`config.mk`:
```
export PLATFORM = sky130hd
export DESIGN_NAME = multicycle_ctrl
export DESIGN_NICKNAME = d
export VERILOG_FILES = /design/src/rtl/ctrl_pkg.sv /design/src/rtl/ctrl_next_state.sv /design/src/rtl/multicycle_ctrl.sv
export SDC_FILE = /design/constraint.sdc
export NUM_CORES = 1
export LEC_CHECK = 0
export CORE_ASPECT_RATIO = 0.8
export CORE_MARGIN = 5
export CORE_UTILIZATION = 40
export DETAILED_ROUTE_END_ITERATION = 7
export PLACE_DENSITY_LB_ADDON = 0.3
export REMOVE_ABC_BUFFERS = 1
export SKIP_CTS_REPAIR_TIMING = 1
export SLEW_MARGIN = 20
export SYNTH_ARGS = -nofsm -noshare
export SYNTH_HDL_FRONTEND = slang
export SYNTH_SLANG_ARGS = --single-unit
```
`constraint.sdc`:
```
create_clock -name clk -period 1.69 [get_ports clk]
set_input_delay 0.4225 -clock clk [delete_from_list [all_inputs] [get_ports clk]]
set_output_delay 0.4225 -clock clk [all_outputs]
set_load 0.005 [all_outputs]
```
`src/rtl/ctrl_pkg.sv`:
```
// ---------------------------------------------------------------------------
// ctrl_pkg
// Shared types and constants for the multicycle core controller.
//   state_t      : controller state encoding (4 bits, FETCH = 0)
//   OP_*         : RV64 major opcodes recognised by the decoder
//   alu_op_t     : ALU operation select driven to the datapath
//   alu_src_b_t  : ALU operand B mux select
//   wb_sel_t     : register file writeback mux select
//   decode_target: maps an opcode to the state that follows DECODE
// ---------------------------------------------------------------------------
package ctrl_pkg;

   typedef enum logic [3:0] {
      S_FETCH   = 4'd0,
      S_DECODE  = 4'd1,
      S_EXEC_R  = 4'd2,
      S_EXEC_I  = 4'd3,
      S_LUI     = 4'd4,
      S_ADDR    = 4'd5,
      S_MEM_RD  = 4'd6,
      S_MEM_WR  = 4'd7,
      S_WB_ALU  = 4'd8,
      S_WB_MEM  = 4'd9,
      S_BRANCH  = 4'd10,
      S_JAL     = 4'd11,
      S_ILLEGAL = 4'd12
   } state_t;

   localparam logic [6:0] OP_R      = 7'b0110011;
   localparam logic [6:0] OP_IMM    = 7'b0010011;
   localparam logic [6:0] OP_LOAD   = 7'b0000011;
   localparam logic [6:0] OP_STORE  = 7'b0100011;
   localparam logic [6:0] OP_BRANCH = 7'b1100011;
   localparam logic [6:0] OP_JAL    = 7'b1101111;
   localparam logic [6:0] OP_LUI    = 7'b0110111;

   typedef enum logic [1:0] {
      ALU_ADD    = 2'd0,
      ALU_SUB    = 2'd1,
      ALU_FUNCT  = 2'd2,
      ALU_PASS_B = 2'd3
   } alu_op_t;

   typedef enum logic [1:0] {
      SRCB_REG   = 2'd0,
      SRCB_CONST = 2'd1,
      SRCB_IMM   = 2'd2
   } alu_src_b_t;

   typedef enum logic [1:0] {
      WB_ALUOUT = 2'd0,
      WB_MDR    = 2'd1,
      WB_PC     = 2'd2
   } wb_sel_t;

   // Loads and stores share the address-calculation state; anything the
   // core does not implement is routed to ILLEGAL.
   function automatic state_t decode_target(input logic [6:0] op);
      state_t target;
      case (op)
         OP_R:                target = S_EXEC_R;
         OP_IMM:              target = S_EXEC_I;
         OP_LOAD, OP_STORE:   target = S_ADDR;
         OP_BRANCH:           target = S_BRANCH;
         OP_JAL:              target = S_JAL;
         OP_LUI:              target = S_LUI;
         default:             target = S_ILLEGAL;
      endcase
      return target;
   endfunction

endpackage

```
`src/rtl/ctrl_next_state.sv`:
```
// ---------------------------------------------------------------------------
// ctrl_next_state
// Purely combinational next-state decoder for the multicycle controller.
// Optional macro: TRAP_ILLEGAL_EN makes ILLEGAL a terminal state; without it
// ILLEGAL returns to FETCH after one cycle.
// Ports:
//   state      in  current controller state
//   opcode     in  instr_all[6:0] from the instruction register
//   imem_ready in  instruction memory data valid
//   dmem_ready in  data memory access complete
//   state_next out state to be registered on the next clock edge
// ---------------------------------------------------------------------------
module ctrl_next_state
   import ctrl_pkg::*;
(
   input  state_t     state,
   input  logic [6:0] opcode,
   input  logic       imem_ready,
   input  logic       dmem_ready,
   output state_t     state_next
);

   // Default is to hold the current state; each state only names the exit
   // it takes. The ready flags are looked at only in their own wait states,
   // so a stray ready pulse elsewhere has no effect.
   always_comb begin
      state_next = state;
      case (state)
         S_FETCH:  if (imem_ready) state_next = S_DECODE;
         S_DECODE: state_next = decode_target(opcode);
         S_EXEC_R: state_next = S_WB_ALU;
         S_EXEC_I: state_next = S_WB_ALU;
         S_LUI:    state_next = S_WB_ALU;
         S_ADDR:   state_next = (opcode == OP_LOAD) ? S_MEM_RD : S_MEM_WR;
         S_MEM_RD: if (dmem_ready) state_next = S_WB_MEM;
         S_MEM_WR: if (dmem_ready) state_next = S_FETCH;
         S_WB_ALU: state_next = S_FETCH;
         S_WB_MEM: state_next = S_FETCH;
         S_BRANCH: state_next = S_FETCH;
         S_JAL:    state_next = S_FETCH;
`ifdef TRAP_ILLEGAL_EN
         S_ILLEGAL: state_next = S_ILLEGAL;
`else
         S_ILLEGAL: state_next = S_FETCH;
`endif
         default:  state_next = S_FETCH;
      endcase
   end

endmodule

```
`src/rtl/multicycle_ctrl.sv`:
```
// ---------------------------------------------------------------------------
// multicycle_ctrl
// Control FSM for the 64-bit multicycle core: fetch, decode, execute,
// memory and writeback sequencing, driving every datapath enable and select.
// Optional macro: TRAP_ILLEGAL_EN -- ILLEGAL becomes terminal and the
// illegal_instr output is added.
// Parameters:
//   IMEM_WAIT_MAX  FETCH wait cycles before fetch_timeout (0 = never)
//   PC_INC         byte increment the datapath adds to PC on fetch
// Ports:
//   clk, reset                 clock, async active-high reset
//   opcode, funct3             instruction fields from instr_reg
//   alu_zero                   ALU zero flag (branch qualification)
//   imem_ready, dmem_ready     memory handshakes
//   imem_read, load_ir         fetch strobes
//   pc_write, pc_src           PC update control
//   alu_src_a, alu_src_b       ALU operand selects
//   alu_op, aluout_write       ALU operation and ALUOut enable
//   dmem_read, dmem_write      data memory strobes
//   reg_write, wb_sel          register file writeback control
//   fetch_timeout              sticky instruction-memory timeout flag
//   illegal_instr              sticky illegal opcode flag (TRAP_ILLEGAL_EN)
//   state_o                    current state encoding
// ---------------------------------------------------------------------------
module multicycle_ctrl
   import ctrl_pkg::*;
#(
   parameter int IMEM_WAIT_MAX = 15,
   parameter int PC_INC        = 4
)(
   input  logic       clk,
   input  logic       reset,
   input  logic [6:0] opcode,
   input  logic [2:0] funct3,
   input  logic       alu_zero,
   input  logic       imem_ready,
   input  logic       dmem_ready,
   output logic       imem_read,
   output logic       load_ir,
   output logic       pc_write,
   output logic       pc_src,
   output logic       alu_src_a,
   output logic [1:0] alu_src_b,
   output logic [1:0] alu_op,
   output logic       aluout_write,
   output logic       dmem_read,
   output logic       dmem_write,
   output logic       reg_write,
   output logic [1:0] wb_sel,
   output logic       fetch_timeout,
`ifdef TRAP_ILLEGAL_EN
   output logic       illegal_instr,
`endif
   output logic [3:0] state_o
);

   localparam int CNT_W = (IMEM_WAIT_MAX > 0) ? $clog2(IMEM_WAIT_MAX + 1) : 1;
   localparam logic [CNT_W-1:0] WAIT_LIMIT = CNT_W'(IMEM_WAIT_MAX);

   // The datapath adds PC_INC itself; the controller only selects the
   // constant input, so the value just has to be a sensible increment.
   if (PC_INC <= 0) begin : g_pc_inc_check
      $error("PC_INC must be a positive byte increment");
   end

   state_t           state;
   state_t           state_next;
   logic [CNT_W-1:0] wait_cnt;

   ctrl_next_state u_next_state (
      .state      (state),
      .opcode     (opcode),
      .imem_ready (imem_ready),
      .dmem_ready (dmem_ready),
      .state_next (state_next)
   );

   // State register. Reset drops straight into FETCH so the first fetch
   // strobe is already up while reset is still asserted.
   always_ff @(posedge clk or posedge reset) begin
      if (reset) begin
         state <= S_FETCH;
      end else begin
         state <= state_next;
      end
   end

   // FETCH wait counter and sticky timeout. The counter only advances while
   // FETCH is stalled on imem_ready, saturates at the limit and clears as
   // soon as FETCH is left. The flag is raised on the stalled cycle that
   // brings the counter to the limit and then holds until reset; a limit of
   // zero disables the whole mechanism.
   always_ff @(posedge clk or posedge reset) begin
      if (reset) begin
         wait_cnt      <= '0;
         fetch_timeout <= 1'b0;
      end else if (state == S_FETCH && !imem_ready) begin
         if (IMEM_WAIT_MAX != 0 && wait_cnt != WAIT_LIMIT) begin
            wait_cnt <= wait_cnt + 1'b1;
         end
         if (IMEM_WAIT_MAX != 0 && wait_cnt == WAIT_LIMIT - 1'b1) begin
            fetch_timeout <= 1'b1;
         end
      end else begin
         wait_cnt <= '0;
      end
   end

`ifdef TRAP_ILLEGAL_EN
   // Illegal-instruction flag: set on the edge that enters ILLEGAL, and since
   // ILLEGAL is terminal it simply stays set until reset.
   always_ff @(posedge clk or posedge reset) begin
      if (reset) begin
         illegal_instr <= 1'b0;
      end else if (state_next == S_ILLEGAL) begin
         illegal_instr <= 1'b1;
      end
   end
`endif

   // Output decode. Everything defaults low; FETCH is Mealy on imem_ready so
   // the instruction register and PC update in the same cycle the memory
   // delivers, and BRANCH qualifies pc_write with the zero flag here so the
   // PC register never needs to know about branch conditions. ILLEGAL drives
   // nothing in either build.
   always_comb begin
      imem_read    = 1'b0;
      load_ir      = 1'b0;
      pc_write     = 1'b0;
      pc_src       = 1'b0;
      alu_src_a    = 1'b0;
      alu_src_b    = SRCB_REG;
      alu_op       = ALU_ADD;
      aluout_write = 1'b0;
      dmem_read    = 1'b0;
      dmem_write   = 1'b0;
      reg_write    = 1'b0;
      wb_sel       = WB_ALUOUT;
      case (state)
         S_FETCH: begin
            imem_read = 1'b1;
            alu_src_b = SRCB_CONST;
            load_ir   = imem_ready;
            pc_write  = imem_ready;
         end
         S_DECODE: begin
            alu_src_b    = SRCB_IMM;
            aluout_write = 1'b1;
         end
         S_EXEC_R: begin
            alu_src_a    = 1'b1;
            alu_op       = ALU_FUNCT;
            aluout_write = 1'b1;
         end
         S_EXEC_I: begin
            alu_src_a    = 1'b1;
            alu_src_b    = SRCB_IMM;
            alu_op       = ALU_FUNCT;
            aluout_write = 1'b1;
         end
         S_LUI: begin
            alu_src_b    = SRCB_IMM;
            alu_op       = ALU_PASS_B;
            aluout_write = 1'b1;
         end
         S_ADDR: begin
            alu_src_a    = 1'b1;
            alu_src_b    = SRCB_IMM;
            aluout_write = 1'b1;
         end
         S_MEM_RD: dmem_read  = 1'b1;
         S_MEM_WR: dmem_write = 1'b1;
         S_WB_ALU: reg_write  = 1'b1;
         S_WB_MEM: begin
            reg_write = 1'b1;
            wb_sel    = WB_MDR;
         end
         S_BRANCH: begin
            alu_src_a = 1'b1;
            alu_op    = ALU_SUB;
            pc_src    = 1'b1;
            case (funct3)
               3'b000:  pc_write = alu_zero;
               3'b001:  pc_write = !alu_zero;
               default: pc_write = 1'b0;
            endcase
         end
         S_JAL: begin
            reg_write = 1'b1;
            wb_sel    = WB_PC;
            pc_write  = 1'b1;
            pc_src    = 1'b1;
         end
         default: begin
         end
      endcase
   end

   assign state_o = state;

endmodule

```
Word level (Yosys, flattened, before mapping)
Cells that the tools add are included.
{ "totals": {"reg_bits": 9, "latchBits": 0, "ramBits": 0, "rom_bits": 0, "inputBits": 15, "output_inout_bits": 20, "elab_cells": 65, "mem_count": 0} }
{ "op_classes": {"addsub": 1, "n_mul": 0, "div_mod_pow": 0, "order_cmp": 0, "eq_ne": 25, "n_shift": 0, "mux": 21, "bitwise_logic": 0, "reduce_logical": 15} }
{ "ops": {"columns": ["op", "count"], "rows": [
  ["4-bit one-hot mux with 6 select lines", 2],
  ["7-bit by 6-bit == test with 1-bit output (second input constant)", 3],
  ["4-bit == test (second input constant)", 5],
  ["4-bit 2-to-1 mux", 5],
  ["4-bit by 3-bit == test with 1-bit output (second input constant)", 4],
  ["7-bit == test (second input constant)", 2],
  ["1-bit 2-to-1 mux", 9],
  ["4-bit by 2-bit == test with 1-bit output (second input constant)", 2],
  ["2-bit one-hot mux with 2 select lines", 2],
  ["4-bit OR reduction", 2],
  ["7-bit by 2-bit == test with 1-bit output (second input constant)", 1],
  ["7-bit by 5-bit == test with 1-bit output (second input constant)", 1],
  ["2-bit != test (second input constant)", 3],
  ["2-bit one-hot mux with 3 select lines", 1],
  ["2-bit OR reduction", 3],
  ["3-bit OR reduction", 2],
  ["5-bit OR reduction", 1],
  ["4-bit by 1-bit adder with 4-bit output (second input constant)", 1],
  ["4-bit by 1-bit == test with 1-bit output (second input constant)", 1],
  ["4-bit logical NOT", 1],
  ["4-bit != test (second input constant)", 1],
  ["3-bit by 1-bit == test with 1-bit output (second input constant)", 1],
  ["3-bit logical NOT", 1],
  ["1-bit one-hot mux with 3 select lines", 1],
  ["6 further kinds", 7]
]} }

Logic depth before layout (Yosys ltp)
Gate-level depths: netlist of the first run.
{ "depth": {"depth_word": 4, "ltp_mapped": 5, "depth_no_buf": 4} }

Modules after synthesis
A second synthesis of the first run with hierarchy kept.
{ "hier_totals": {"cells_unflattened": 93, "area_unflattened_um2": 763.2} }
{ "modules_own_cells": {"columns": ["module", "n_inst", "cells_each", "area_each_um2", "seq_area_each_um2"], "rows": [
  ["multicycle_ctrl", 1, 61, 554.3, 225.2],
  ["ctrl_next_state", 1, 32, 209.0, 0.0]
]} }

Worst setup path after synthesis of the first run
No wires, ideal clock.
{ "synth_path": {"path_type": "register to output", "startpoint": "register state[1], in the netlist state_o[1]", "endpoint": "output alu_op[0]", "arrival_ns": 1.176, "required_ns": 1.267, "setup_slack_ns": 0.091, "path_stages_with_launch": 6, "path_buffers": 1, "cell_sequence": "dfrtp_1 -> buf_2 -> nor2b_1 -> nand2_1 -> o21a_1 -> nor2_1"} }
{ "synth_between": {"elab_chain_len": 3, "word_cells_on_any_way": 6, "cone_classes": "eq/ne (4); mux (1); reduce/logical (1)"} }
{ "synth_lines": {"columns": ["element", "line", "rtl"], "rows": [
  ["start, declared", "multicycle_ctrl.sv:66", "state_t state;"],
  ["start signal, assigned", "multicycle_ctrl.sv:84", "state <= state_next;"],
  ["4-bit by 2-bit == test with 1-bit output", "multicycle_ctrl.sv:139", "case (state)"],
  ["2-bit OR reduction (no source line)", null, null],
  ["2-bit one-hot mux with 3 select lines (*)", "multicycle_ctrl.sv:139", null],
  ["end, declared", "multicycle_ctrl.sv:44", "output logic [1:0] alu_op,"]
]} }
Every way passes the cells marked *; elsewhere a longest branch is shown, timed or not.

Worst setup path after layout of the first run
{ "layout_path": {"startpoint": "register state[1], in the netlist state_o[1]", "endpoint": "output pc_write"} }
{ "layout_between": {"elab_chain_len": 2, "word_cells_on_any_way": 4, "cone_classes": "eq/ne (2); mux (1); reduce/logical (1)"} }
{ "layout_lines": {"columns": ["element", "line", "rtl"], "rows": [
  ["4-bit == test / 4-bit logical NOT (equally long branches)", "multicycle_ctrl.sv:139", null],
  ["1-bit one-hot mux with 3 select lines (*)", "multicycle_ctrl.sv:139", null],
  ["end, declared", "multicycle_ctrl.sv:40", "output logic pc_write,"]
]} }
Marks and branches as above.

==> results of run 1 <==
==> state kept, by name, indices dropped and copies added, names as in the netlist <==
signal / flops
wait_cnt: 4
state_o: 4
fetch_timeout: 1
==> cells in the mapped netlist, drive strengths merged, types with 3 or more instances <==
| cell | number |
|---|---|
| nand3 | 4 |
| nor3 | 7 |
| a211oi | 4 |
| nor2b | 4 |
| nand2b | 5 |
| inv | 4 |
| nor2 | 14 |
| dfrtp | 9 |
| nand2 | 8 |
| a21oi | 5 |
| clkbuf | 3 |
==> metal layers <==
layer / up-vias / global-route usage [%] / routed length (microns)
met4: 0 / 8.679 / 159
li1: 484 / - / -
met2: 45 / 25.37 / 1715
met5: - / 0 / 0
met1: 502 / 21.50 / 1320
met3: 15 / 4.233 / 173
==> layout by cell type (no fill, tap or decap), types with 3 or more instances in the layout <==
cell / Yosys / final
sky130_fd_sc_hd__a21oi_1: 5 / 4
sky130_fd_sc_hd__buf_2: 1 / 10
sky130_fd_sc_hd__buf_4: 0 / 20
sky130_fd_sc_hd__buf_6: 0 / 12
sky130_fd_sc_hd__buf_8: 0 / 3
sky130_fd_sc_hd__clkbuf_4: 0 / 3
sky130_fd_sc_hd__clkdlybuf4s50_1: 0 / 15
sky130_fd_sc_hd__dfrtp_1: 9 / 7
sky130_fd_sc_hd__dlymetal6s2s_1: 0 / 6
sky130_fd_sc_hd__inv_1: 4 / 4
sky130_fd_sc_hd__nand2_1: 8 / 6
sky130_fd_sc_hd__nand2b_4: 0 / 3
sky130_fd_sc_hd__nand3_1: 4 / 4
sky130_fd_sc_hd__nor2_1: 14 / 11
sky130_fd_sc_hd__nor2b_1: 4 / 3
sky130_fd_sc_hd__nor3_1: 6 / 6
==> stage by stage <==
step           cell area (sq um)  hold WS, ns  setup WS, ns  util (%)  instances
4_1_cts                     1285       0.4189       -0.6216     69.20        174
6_report                    1569       0.4015       -0.2318     84.50        190
5_1_grt                     1569       0.4463       -0.2942     84.50        190
3_5_place_dp                1259       0.4608       -0.4973     67.79        170
3_3_place_gp                1259       0.4601       -0.4688     67.79        170
2_1_floorplan              753.2       0.2504       0.03703         -         94
==> critical path: cells and delay by family (launching register included) <==
kind | cells | cell delay, ns
compound gates | 1 | 0.10
simple gates | 2 | 0.50
flops | 1 | 0.47
buf+inv | 1 | 0.14
==> power breakdown <==
part	leakage, nW	internal, W	switching, W	total [W]
logic	0.667	0.000927	0.000700	0.00163
clock network	0.0150	0.0000920	0.000107	0.000199
registers	0.118	0.000267	0.0000788	0.000345
==> path summary, 6_finish.rpt <==
| check | depth (start not counted) | startpoint | to | slack (ns) |
|---|---|---|---|---|
| min in group clk | 1 | fetch_timeout | fetch_timeout | 0.49 |
| worst min register to register | 1 | fetch_timeout | fetch_timeout | 0.49 |
| max in group asynchronous | 2 | reset | state_o[2] | 0.98 |
| worst min-delay path | 2 | reset | wait_cnt[1] | 0.40 |
| worst max register to register | 6 | state_o[1] | state_o[0] | -0.02 |
| worst max-delay path | 4 | state_o[1] | pc_write | -0.23 |
==> final cells by class <==
type	instances	share of cell area [%]
clock buffers	4	1.675
inverters	4	0.9569
multi-input cells	81	40.43
flip-flops and latches	9	14.51
well taps	24	1.914
repair buffers	68	40.51
==> cells by family (layout without fill, tap and decap cells) <==
family / count (synthesis) / count (layout) / synth area share, %
simple gates: 54 / 54 / 38.70
compound gates: 23 / 23 / 22.44
flops: 9 / 9 / 29.27
buf+inv: 8 / 76 / 4.064
fa+ha+maj: 2 / 2 / 3.252
xor+xnor: 2 / 2 / 2.277
==> run_results.csv, run 1 <==
group,metric,value,unit
status,status,"finished with violations",
status,failed_checks,"setup timing",
timing,skew,0.007698,ns
grt,number_of_antenna_violations_at_the_first_check_in_global_routing,0,
synthesis,count_of_unique_library_cells_instantiated_by_yosys,37,
synthesis,cell_type_contributing_the_most_total_cell_area_after_synthesis,"sky130_fd_sc_hd__dfrtp_1",
timing,final_min_period_over_clock_period,113.7,%
synthesis,synth-edff-count,0,
critical_path,criticalPathCategory,"flop to primary output",
grt,globalRouteTotalUtil,16.74,%
power,static_leak,0.8001,nW
drt,drt-total-wl,3368,microns
clock_network,ctsRootBufferMaster,"sky130_fd_sc_hd__clkbuf_4",
drt,drc_markers,0,
drt,num_vias,1046,
grt,grt_max_degree,17,
critical_path,cpPeakStageDelay,0.47,ns
synthesis,ys_async_sr_fraction,100.0,%
timing,final_critical_period,1.922,ns
critical_path,cpMaxStageDelayCell,"sky130_fd_sc_hd__dfrtp_2",
drt,drt_first_iter_violations,33,
critical_path,critPathLaunchType,"flop",
synthesis,syn_inst,98,
synthesis,syn_avg_cell_area,7.852,sq um
finish,layout-area-overhead-vs-synth,103.9,%
clock_network,clock-sinks,9,
finish,antenna_cells,0,
timing,timing.max_slew.rel_slack,74.26,%
power,total_power,0.002171,W
floorplan,floorplan.die_area,2906,sq um
run,max_cap_violations,0,
power,pwr_per_cell_area,1384,nW/um^2
placement,globalplace.congestion,0.8020,
clock_network,insertion_delay,0.29,ns
clock_network,clkSlewWorstSetupHoldPaths,0.08,ns
timing,worst-slew-pin-transition,0.3857,ns
finish,ff_latch_area,227.7,sq um
timing,report.final.slew_viol_count,0,
synthesis,dominant_cells_by_area_after_synthesis,"sky130_fd_sc_hd__dfrtp_1 29%, sky130_fd_sc_hd__nor2_1 6.8%, sky130_fd_sc_hd__nand2b_1 4.1%",
finish,multiInputGateArea,634.4,sq um
clock_network,tritoncts,"yes",
finish,numnets_final,184,
placement,post-dp-hpwl,1758,microns
critical_path,cp.arrival,1.50,ns
drt,drt-pass1-iter-count,4,
power,max-vdd-ir-drop,0.9254,mV
floorplan,std_cell_rows,14,
timing,setup_ws,-0.2318,ns
clock_network,clock_path_buffers,2,
synthesis,synth-seq-cells,9,
floorplan,initial_core_util,41.44,%
worst_hold_path,holdCritPathClass,"input port to async pin",
critical_path,worstSetupEndpointType,"primary output",
critical_path,cp.required,1.27,ns
finish,fillerInstances,104,
timing,rsz_0062_raised_after_global_routing,"true",
drt,detail_route.vias_per_cell,5.505,
synthesis,synth_sequential_area_ratio,29.27,%
critical_path,critPathMaxFanout,5,
synthesis,portion_of_synthesized_cell_area_occupied_by_the_leading_cell_type,29.27,%
timing,report.final.hold_viol_count,0,
floorplan,floorplan.core_area,1857,sq um
finish,final_layout_size_suffix_gt1_share,45.18,%
floorplan,fp.dieW,59.04,microns
clock_network,cts_made_buffers,3,
placement,placement.io_buffers,34,
synthesis,synth_ff_type,"sky130_fd_sc_hd__dfrtp_1",
grt,grt_pass1_vias,855,
drt,route.antenna.remaining_nets,0,
critical_path,worstPathCellList,"nor4_4 -> and2_4 -> o21bai_1 -> buf_2",
timing,setup_total_negative_slack,-1.726,ns
floorplan,die_height,49.23,microns
drt,route.detailed.wl_per_inst,17.73,microns
synthesis,syn-cell-area,769.5,sq um
grt,grt_remaining_overflow,0,
floorplan,boundaryPins,35,
grt,grt_first_pass_wirelength,3767,microns
clock_network,cts_h_tree_depth,1,
timing,setup_violations,15,
synthesis,synthesis.yosys.warnings,0,
timing,achievable-frequency,520.3,MHz
No activity file was read; power rests on OpenSTA's default activity.
==> inputs of run 2 (changes only) <==
--- a/config.mk
+++ b/config.mk
@@ -6,7 +6,6 @@
 export NUM_CORES = 1
 export LEC_CHECK = 0
 export CORE_ASPECT_RATIO = 0.8
-export CORE_MARGIN = 5
 export CORE_UTILIZATION = 40
 export DETAILED_ROUTE_END_ITERATION = 7
 export PLACE_DENSITY_LB_ADDON = 0.3
==> run 2 against run 1 <==
Effect of this change: the run still ends with setup timing left; critical path type unchanged; critical endpoint is now aluout_write; sequential share of layout area up 1.4 points; first-iteration DRC count down 9.1%; fmax up 0.15%.
==> run_results.csv, run 2 (same netlist as run 1, synthesis figures left out) <==
group,metric,value,unit
status,status,"finished with violations",
status,failed_checks,"setup timing",
timing,timing.max_slew.rel_slack,76.68,%
floorplan,std_cell_rows,13,
grt,grt_first_pass_wirelength,3615,microns
critical_path,crit_buf_inv,4,
grt,grt_pass1_vias,816,
critical_path,critical_path.top_delay_family,"buffers and inverters",
critical_path,cpMaxStageDelayCell,"sky130_fd_sc_hd__dfrtp_2",
drt,route.antenna.remaining_nets,0,
finish,final_layout_size_suffix_gt1_share,41.98,%
drt,num_vias,1070,
critical_path,crit-reg2reg-launch,"state_o[1]",
placement,placement.io_buffers,34,
finish,most-common-layout-cells,"24 x sky130_fd_sc_hd__buf_4, 16 x sky130_fd_sc_hd__clkdlybuf4s50_1, 12 x sky130_fd_sc_hd__nor2_1",
finish,layout-area-overhead-vs-synth,86.83,%
critical_path,cp.arrival,1.50,ns
power,max-vdd-ir-drop,0.9304,mV
clock_network,clock_path_buffers,2,
critical_path,critPathLaunchType,"flop",
worst_hold_path,holdCritPathClass,"input port to async pin",
floorplan,floorplan.core_area,1708,sq um
grt,grt_max_degree,10,
timing,worst-slew-pin-transition,0.3495,ns
drt,detail_route.vias_per_cell,5.815,
timing,setup_ws,-0.2290,ns
clock_network,tritoncts,"yes",
critical_path,cp.required,1.27,ns
finish,numnets_final,180,
floorplan,fp.dieW,51.04,microns
drt,drt-pass1-iter-count,4,
timing,setup_violations,16,
critical_path,worstPathCellList,"buf_4 -> buf_4 -> buf_6 -> nor3_4 -> a211oi_4 -> clkbuf_2",
floorplan,initial_core_util,45.05,%
clock_network,cts_made_buffers,3,
clock_network,cts_h_tree_depth,1,
finish,final_core_utilization,84.18,%
power,internal_power,0.001144,W
power,power_switching,0.0007945,W
power,power.share.sequential,17.1,%
critical_path,criticalPathCategory,"flop to primary output",
finish,layout_commonest_cell,"sky130_fd_sc_hd__buf_4",
placement,post-dp-hpwl,1776,microns
power,p_sw_share,40.98,%
floorplan,floorplan.die_area,2104,sq um
clock_network,clkSlewWorstSetupHoldPaths,0.07,ns
critical_path,critPathMaxFanout,4,
critical_path,cell_mode_on_critical_path,"sky130_fd_sc_hd__buf_4",
timing,skew,0.008916,ns
drt,drc_markers,0,
critical_path,timing.critical_path.from,"state_o[1]",
grt,number_of_antenna_violations_at_the_first_check_in_global_routing,0,
drt,drt_first_iter_violations,30,
timing,rsz_0062_raised_after_global_routing,"true",
drt,drt-total-wl,2974,microns
timing,final_critical_period,1.919,ns
floorplan,die_height,41.23,microns
clock_network,insertion_delay,0.29,ns
timing,achievable-frequency,521.1,MHz
run,max_cap_violations,0,
timing,fin_worst_hold_slack,0.3989,ns
placement,globalplace.congestion,0.8562,
finish,fillerInstances,97,
finish,antenna_cells,0,
grt,grt_remaining_overflow,0,
critical_path,cpPeakStageDelay,0.41,ns
grt,globalRouteTotalUtil,24.46,%
timing,report.final.slew_viol_count,0,
floorplan,boundaryPins,35,
clock_network,clock-sinks,9,
critical_path,worstSetupEndpointType,"primary output",
timing,report.final.hold_viol_count,0,
power,comb_power_share,73.3,%
power,power.share.clock,9.6,%
power,static_leak,0.7308,nW
timing,final_min_period_over_clock_period,113.5,%
drt,route.detailed.wl_per_inst,16.16,microns
power,pwr_per_cell_area,1349,nW/um^2
clock_network,ctsRootBufferMaster,"sky130_fd_sc_hd__clkbuf_4",
run 2: final timing paths:
kind / slack (ns) / to / depth (start not counted)
min in group clk: 0.48 / fetch_timeout / 1
min: 0.40 / wait_cnt[2] / 2
max reg2reg: -0.01 / state_o[0] / 8
min reg2reg: 0.48 / fetch_timeout / 1
max: -0.23 / aluout_write / 6
max in group asynchronous: 1.00 / state_o[0] / 2
run 2: final cells by class:
type,instances,area (sq um),share of cell area [%]
Timing Repair Buffer,64,541.8,37.68
Sequential cell,9,229.0,15.93
Inverter,4,15.01,1.044
Clock buffer,4,26.28,1.828
Multi-Input combinational cell,81,598.1,41.60
Tap cell,22,27.53,1.915
run 2: power by group through the flow:
| stage | Clock [W] | Combinational, W | Sequential, W |
|---|---|---|---|
| after floorplan | 0 | 0.000382 | 0.000402 |
| after global placement | 0 | 0.00114 | 0.000322 |
| after detailed placement | 0 | 0.00118 | 0.000329 |
| after CTS | 0.000189 | 0.00118 | 0.000326 |
| after global routing | 0.000192 | 0.00152 | 0.000339 |
| final | 0.000186 | 0.00142 | 0.000332 |
run 2: metal layers:
layer | wire [microns] | track usage [%] | share of wire [%]
met5 | 0 | 0 | 0
met3 | 263 | 7.778 | 8.8
met2 | 1431 | 42.76 | 48
met1 | 1174 | 29.82 | 39
met4 | 105 | 6.250 | 3.5
run 2: stage by stage:
stage | TNS (ns) | worst slack [ns] | instance area, sq um | instances | total power [W]
after floorplan | 0 | 0.03703 | 753.2 | 94 | 0.0007835
after global placement | -2.702 | -0.4610 | 1279 | 171 | 0.001465
after detailed placement | -3.012 | -0.4667 | 1279 | 171 | 0.001505
after CTS | -7.343 | -0.5444 | 1305 | 175 | 0.001697
after global routing | -2.548 | -0.2773 | 1438 | 184 | 0.002049
final | -1.807 | -0.2290 | 1438 | 184 | 0.001939
